<file path="src/rtl/btn_debounce_edge.sv">
// Multi-channel button debouncer: 2-flop synchronizer plus a per-channel
// ZERO/WAIT1/ONE/WAIT0 filter clocked by an external tick strobe.
module btn_debounce_edge #(
   parameter int N_BTN        = 4,
   parameter int STABLE_TICKS = 4,
   parameter bit ACTIVE_LOW   = 1'b0
) (
   input  logic             clk,
   input  logic             reset_n,
   input  logic             tick,
   input  logic [N_BTN-1:0] btn_raw,
   output logic             timer_en,
   output logic [N_BTN-1:0] db_level,
   output logic [N_BTN-1:0] db_rise,
   output logic [N_BTN-1:0] db_fall
);

   localparam int               CNT_W    = $clog2(STABLE_TICKS + 1);
   localparam logic [CNT_W-1:0] CNT_LAST = CNT_W'(STABLE_TICKS - 1);
   localparam logic [CNT_W-1:0] CNT_ZERO = CNT_W'(0);
   localparam logic [CNT_W-1:0] CNT_ONE  = CNT_W'(1);
   localparam logic [N_BTN-1:0] RAW_INV  = ACTIVE_LOW ? {N_BTN{1'b1}} : {N_BTN{1'b0}};

   typedef enum logic [1:0] {
      ST_ZERO  = 2'd0,
      ST_WAIT1 = 2'd1,
      ST_ONE   = 2'd2,
      ST_WAIT0 = 2'd3
   } state_e;

   logic [N_BTN-1:0] sync1_q;
   logic [N_BTN-1:0] sync2_q;
   state_e           state_q [N_BTN];
   state_e           state_d [N_BTN];
   logic [CNT_W-1:0] cnt_q   [N_BTN];
   logic [CNT_W-1:0] cnt_d   [N_BTN];
   logic [N_BTN-1:0] level_q, level_d;
   logic [N_BTN-1:0] rise_q, rise_d;
   logic [N_BTN-1:0] fall_q, fall_d;
   logic [N_BTN-1:0] wait_s;

   // Two-stage synchronizer on the polarity-corrected raw inputs.
   always_ff @(posedge clk or negedge reset_n) begin
      if (!reset_n) begin
         sync1_q <= {N_BTN{1'b0}};
         sync2_q <= {N_BTN{1'b0}};
      end else begin
         sync1_q <= btn_raw ^ RAW_INV;
         sync2_q <= sync1_q;
      end
   end

   // Per-channel next state; a mismatch always takes priority over a tick.
   always_comb begin
      for (int i = 0; i < N_BTN; i++) begin
         state_d[i] = state_q[i];
         cnt_d[i]   = cnt_q[i];
         rise_d[i]  = 1'b0;
         fall_d[i]  = 1'b0;
         case (state_q[i])
            ST_ZERO: begin
               if (sync2_q[i]) begin
                  state_d[i] = ST_WAIT1;
                  cnt_d[i]   = CNT_ZERO;
               end else begin
                  state_d[i] = ST_ZERO;
               end
            end
            ST_WAIT1: begin
               if (!sync2_q[i]) begin
                  state_d[i] = ST_ZERO;
                  cnt_d[i]   = CNT_ZERO;
               end else if (tick && (cnt_q[i] == CNT_LAST)) begin
                  state_d[i] = ST_ONE;
                  rise_d[i]  = 1'b1;
               end else if (tick) begin
                  cnt_d[i] = cnt_q[i] + CNT_ONE;
               end else begin
                  cnt_d[i] = cnt_q[i];
               end
            end
            ST_ONE: begin
               if (!sync2_q[i]) begin
                  state_d[i] = ST_WAIT0;
                  cnt_d[i]   = CNT_ZERO;
               end else begin
                  state_d[i] = ST_ONE;
               end
            end
            ST_WAIT0: begin
               if (sync2_q[i]) begin
                  state_d[i] = ST_ONE;
                  cnt_d[i]   = CNT_ZERO;
               end else if (tick && (cnt_q[i] == CNT_LAST)) begin
                  state_d[i] = ST_ZERO;
                  fall_d[i]  = 1'b1;
               end else if (tick) begin
                  cnt_d[i] = cnt_q[i] + CNT_ONE;
               end else begin
                  cnt_d[i] = cnt_q[i];
               end
            end
            default: begin
               state_d[i] = ST_ZERO;
               cnt_d[i]   = CNT_ZERO;
            end
         endcase
         level_d[i] = (state_d[i] == ST_ONE) || (state_d[i] == ST_WAIT0);
         wait_s[i]  = (state_q[i] == ST_WAIT1) || (state_q[i] == ST_WAIT0);
      end
   end

   // State, counters and registered outputs all update on the same edge.
   always_ff @(posedge clk or negedge reset_n) begin
      if (!reset_n) begin
         for (int i = 0; i < N_BTN; i++) begin
            state_q[i] <= ST_ZERO;
            cnt_q[i]   <= CNT_ZERO;
         end
         level_q <= {N_BTN{1'b0}};
         rise_q  <= {N_BTN{1'b0}};
         fall_q  <= {N_BTN{1'b0}};
      end else begin
         for (int i = 0; i < N_BTN; i++) begin
            state_q[i] <= state_d[i];
            cnt_q[i]   <= cnt_d[i];
         end
         level_q <= level_d;
         rise_q  <= rise_d;
         fall_q  <= fall_d;
      end
   end

   assign timer_en = |wait_s;
   assign db_level = level_q;
   assign db_rise  = rise_q;
   assign db_fall  = fall_q;

endmodule

</file>
<file path="config.mk">
export PLATFORM = sky130hd
export DESIGN_NAME = btn_debounce_edge
export DESIGN_NICKNAME = d
export VERILOG_FILES = /design/src/rtl/btn_debounce_edge.sv
export SDC_FILE = /design/constraint.sdc
export NUM_CORES = 1
export LEC_CHECK = 0
export BUFFER_PORTS_ARGS = -buffer_cell sky130_fd_sc_hd__buf_2
export CAP_MARGIN = 15
export CORE_ASPECT_RATIO = 1.2
export CORE_MARGIN = 5
export CORE_UTILIZATION = 40
export CTS_CLUSTER_DIAMETER = 40
export DETAILED_ROUTE_END_ITERATION = 8
export SKIP_CTS_REPAIR_TIMING = 1
export SYNTH_ARGS = -nofsm -noshare
export SYNTH_HDL_FRONTEND = slang
export SYNTH_SLANG_ARGS = --single-unit
</file>
<file path="constraint.sdc">
create_clock -name clk -period 1.8 [get_ports clk]
set_clock_uncertainty 0.2 [all_clocks]
set_input_delay 0.27 -clock clk [delete_from_list [all_inputs] [get_ports clk]]
set_output_delay 0.27 -clock clk [all_outputs]
set_load 0.01 [all_outputs]
</file>
## Word-level counts from Yosys, hierarchy flattened

Index checks and enable logic that the tools add are counted.

| storage, ports and cells | value |
|---|---|
| flip-flop bits (word level) | 40 |
| output and inout bits | 13 |
| bits of input ports | 7 |
| word-level logic and storage cells | 146 |

| operators by class | value |
|---|---|
| reductions and logical operators | 21 |
| add/subtract/negate cells | 4 |
| equality and inequality tests | 32 |
| multiplexer cells | 76 |

Operators by type and width:

| operator | count |
|---|---|
| two-way mux 3 bit | 24 |
| case mux 3 bit (4 select lines) | 4 |
| == test 2 bit, second input constant | 16 |
| two-way mux 2 bit | 16 |
| case mux 2 bit (4 select lines) | 4 |
| two-way mux 1 bit | 28 |
| inequality test 2 bit, second input constant | 8 |
| adder 3 x 1 -> 3 bit, second input constant | 4 |
| == test 3 x 2 -> 1 bit, second input constant | 4 |
| == test 2 x 1 -> 1 bit, second input constant | 4 |
| zero test 2 bit | 4 |
| logical OR 1 bit | 8 |
| AND reduction 2 bit | 4 |
| logical AND 1 bit | 4 |
| OR reduction 4 bit | 1 |

## Longest topological paths before layout

| logic depth | value |
|---|---|
| word-level depth | 7 |
| gate-level depth with buffers | 5 |
| mapped depth without buffers | 5 |

## Worst setup path before layout

Ideal clock, no wire load.

| path | value |
|---|---|
| kind | reg2reg |
| start | register cnt_q[0] in the netlist's numbering |
| end | register cnt_q[2] in the netlist's numbering |
| data arrival time | 1371 ps |
| buffers on the path | 0 |
| stages on the path, launching flop included | 6 |
| period minus slack after synthesis | 1646 ps |
| setup slack | 154 ps |
| cell sequence | dfrtp_1 > ha_1 > ha_1 > nor2b_4 > mux2_4 > o2bb2ai_2 |

| on the way | value |
|---|---|
| word-level cells in the longest chain between the ends | 5 |
| elaborated cells on any way between the ends | 8 |
| classes of those cells | 1 x add/sub; 1 x eq/ne; 5 x mux; 1 x reduce/logical |

RTL lines:

| what | RTL line | text |
|---|---|---|
| from (decl) | 35 | `logic [CNT_W-1:0] cnt_q [N_BTN];` |
| from (signal, indexed assignment) | 126 | `cnt_q[i] <= cnt_d[i];` |
| adder 3 x 1 -> 3 bit or == test 3 x 2 -> 1 bit (tied branches) | -- |  |
| two-way mux 3 bit or logical AND 1 bit (tied branches) | -- |  |
| two-way mux 3 bit (*) | 73 | `end else if (tick && (cnt_q[i] == CNT_LAST)) begin` |
| two-way mux 3 bit, on equally long branches | 91, 70 |  |
| case mux 3 bit (4 select lines) (*) | 60 | `case (state_q[i])` |

Every way passes the cells marked *; elsewhere a longest branch is shown, timed or not.
A chain may end at the register's enable or synchronous reset.

## Worst setup path in the final report

| path | value |
|---|---|
| start | register state_q[4] in the netlist's numbering |
| end | output timer_en |

| on the way | value |
|---|---|
| word-level cells in the longest chain between the ends | 3 |
| elaborated cells on any way between the ends | 4 |
| classes of those cells | 2 x eq/ne; 2 x reduce/logical |

RTL lines:

| what | RTL line | text |
|---|---|---|
| from (decl) | 33 | `state_e state_q [N_BTN];` |
| from (signal, indexed assignment) | 125 | `state_q[i] <= state_d[i];` |
| == test 2 x 1 -> 1 bit or == test 2 bit (tied branches) | 109 | `wait_s[i] = (state_q[i] == ST_WAIT1) \|\| (state_q[i] == ST_WAIT0);` |
| logical OR 1 bit (*) | 109 |  |
| OR reduction 4 bit (*) | 134 | `assign timer_en = \|wait_s;` |
| to (decl) | 12 | `output logic timer_en,` |

Marked as above.

==> reports/qor.yml <==
synth:
  synth_edf_count: 0
  yosysSeqAreaShare_pct: 57.3
  synth_top_area_share_pct: 57.3
  syn-mean-instance-area_sq_um: 13.7
  synth.distinct_cells: 28
  ys.warnings.count: 0
  synth_seq_cells: 38
  synth.cell_area_sq_mm: 0.00166
  synth_most_common_cell: "dfrtp_1"
  synth_async_sr_flop_share_pct: 100
  synth_area_leaders: "dfrtp_1 57%, ha_1 6.0%, nor3b_1 3.6%, mux2_2 3.4%, mux2_4 2.7%"
  synth_nets: 136
  yosysTopAreaCell: "dfrtp_1"
  synth_ff_type: "dfrtp_1"
  syn_inst: 121
  synthTopCellsByCount: "38 x dfrtp_1, 8 x ha_1, 8 x nand2_1, 8 x nor3b_1"
global_route:
  grt_pass1_vias: 1104
  overflow: 0
  antenna_found_initial: 0
  grt_max_degree: 21
  grt_pass1_wl_mm: 4.85
  track_usage_pct: 12.0
sta:
  grt_setup_unrepaired: "yes"
  setup_ws_ns: -0.0458
  fin_crit_sh_pct: 103
  fmax_ghz: 0.542
  hold_viol: 0
  setup_violations: 1
  slew_viol_final: 0
  finalCriticalPeriod_ns: 1.85
  max_slew_margin_pct: 70.4
  tightest_slew_ns: 0.444
job:
  cap_violations: 0
run_status:
  violations: "setup timing"
  outcome: "finished with violations"
cts:
  clock-root-buffer: "clkbuf_8"
  clk_latency_ns: 0.29
  cts_buffer_depth: 2
  h-tree-depth: 2
  cts_sinks: 38
  cts_tree: "built"
  cts.clk_slew.worst_paths_ns: 0.07
  cts_buffers: 5
setup_path:
  path_cells: "or4_1 -> buf_2"
  cp.depth: 2
  worst-path-buf-inv: 1
  crit_type: "flip-flop to primary output"
  arrival_ns: 1.38
  critPathMaxStageDelay_ns: 0.55
  reg2reg_depth: 5
  critPathSlowestCell: "or4_1"
  end_kind: "primary output"
  required_ns: 1.33
  worstSetupStartpointType: "flip-flop"
  cp_max_fo: 2
  crit_family: "simple AND/OR/NAND/NOR gates"
final_layout:
  area.growth.synth_to_final_pct: 18.5
  fin_area_sq_mm: 0.00197
  nets: 168
  drive_above_1_share_pct: 28.8
  num_antenna_cells: 0
  postLayoutCoreUtil_pct: 49.5
floorplanning:
  start_util_pct: 41.8
  rows: 25
  core_sq_mm: 0.00397
  dieArea_sq_mm: 0.00554
  die_w_microns: 68.8
  chipHeight_microns: 80.6
  io_pins: 20
place:
  dp_slack_ns: 0.0731
  io_buffer_count: 19
  place_area_sq_mm: 0.00182
  place_congestion: 0.712
  place_hpwl_mm: 2.01
drt:
  drtAntennaViolNets: 0
  drt_wl_total_mm: 2.81
  drcViolationCount: 0
  via_count: 1034
  wl_per_cell_microns: 13.6
  firstDrtPassIters: 4
  drt-initial-drc-count: 31
  avgViaCountPerCell: 5.00
power_and_ir_drop:
  peakVddDrop_mv: 0.557
  power_leakage_nw: 0.934
  power.density_mw_per_mm2: 885
hold_path:
  hold_path_depth: 2
  hold_path_class: "input pin to flip-flop"
-- cells in the final DEF, fill, tap and decap left out, drive strengths merged, types with 4 or more instances in the layout --
cell type	synthesis	final
buf	3	23
clkbuf	0	7
mux2i	4	4
xnor2	5	5
o2bb2ai	5	5
nor3b	8	8
o22ai	6	6
mux2	9	9
inv	4	4
dlygate4sd3	0	5
dfrtp	38	38
nand3	4	4
ha	8	8
nand2	8	8
-- sequential cells by signal (all words and copies together) (netlist names) --
register / flops
db_level: 3
sync1_q: 4
db_fall: 4
db_rise: 4
sync2_q: 4
cnt_q: 12
state_q: 7
-- metrics by stage --
step	std cells	hold WS, ns	power, mW	TNS (ns)
CTS	200	-0.268	1.74	-0.102
detailed placement	193	0.0430	1.19	0
global placement	193	0.0321	1.18	0
floorplan	121	-0.226	1.12	0
global route	207	0.142	1.83	-0.0564
finish	207	0.130	1.74	-0.0458
-- area by class of cell --
| class | instances | area [sq um] |
|---|---|---|
| fill | 366 | 2010 |
| sequential | 38 | 952 |
| multi-input combinational | 76 | 667 |
| timing repair buffer | 28 | 188 |
| clock buffer | 7 | 76.3 |
| tap | 54 | 67.6 |
| inverter | 4 | 15.0 |
-- cell families after synthesis --
family                   share of synthesized area, %
AO/OA/AOI/OAI                                    7.31
XOR/XNOR                                         4.68
adder cells (fa/ha/maj)                          6.03
buffers and inverters                            2.49
flip-flops                                       57.3
multiplexers                                     9.20
AND/OR/NAND/NOR                                  13.0
-- metal layers --
layer	up-vias	GRT usage [%]	share of wire (%)
met2	23	20.1	53
met1	516	13.0	41
met3	4	4.62	4.4
met5	-	0	0
li1	491	-	-
met4	0	5.46	1.4
-- where the power goes --
part | switching (mW) | internal [mW]
Clock | 0.279 | 0.267
Sequential | 0.0516 | 0.911
Combinational | 0.117 | 0.114
Total | 0.448 | 1.29
-- final timing paths --
check | start | endpoint | slack (ns)
min | tick | state_q[2]$_DFF_PN0_ | 0.13
max | state_q[4]$_DFF_PN0_ | timer_en | -0.05
max in group asynchronous | reset_n | state_q[2]$_DFF_PN0_ | 0.68
min reg2reg | sync1_q[0]$_DFF_PN0_ | sync2_q[0]$_DFF_PN0_ | 0.15
min in group asynchronous | reset_n | db_fall[2]$_DFF_PN0_ | 0.26
max reg2reg | cnt_q[3]$_DFFE_PN0P_ | cnt_q[5]$_DFFE_PN0P_ | 0.07
Note: power is estimated with default switching activity, not from simulation.
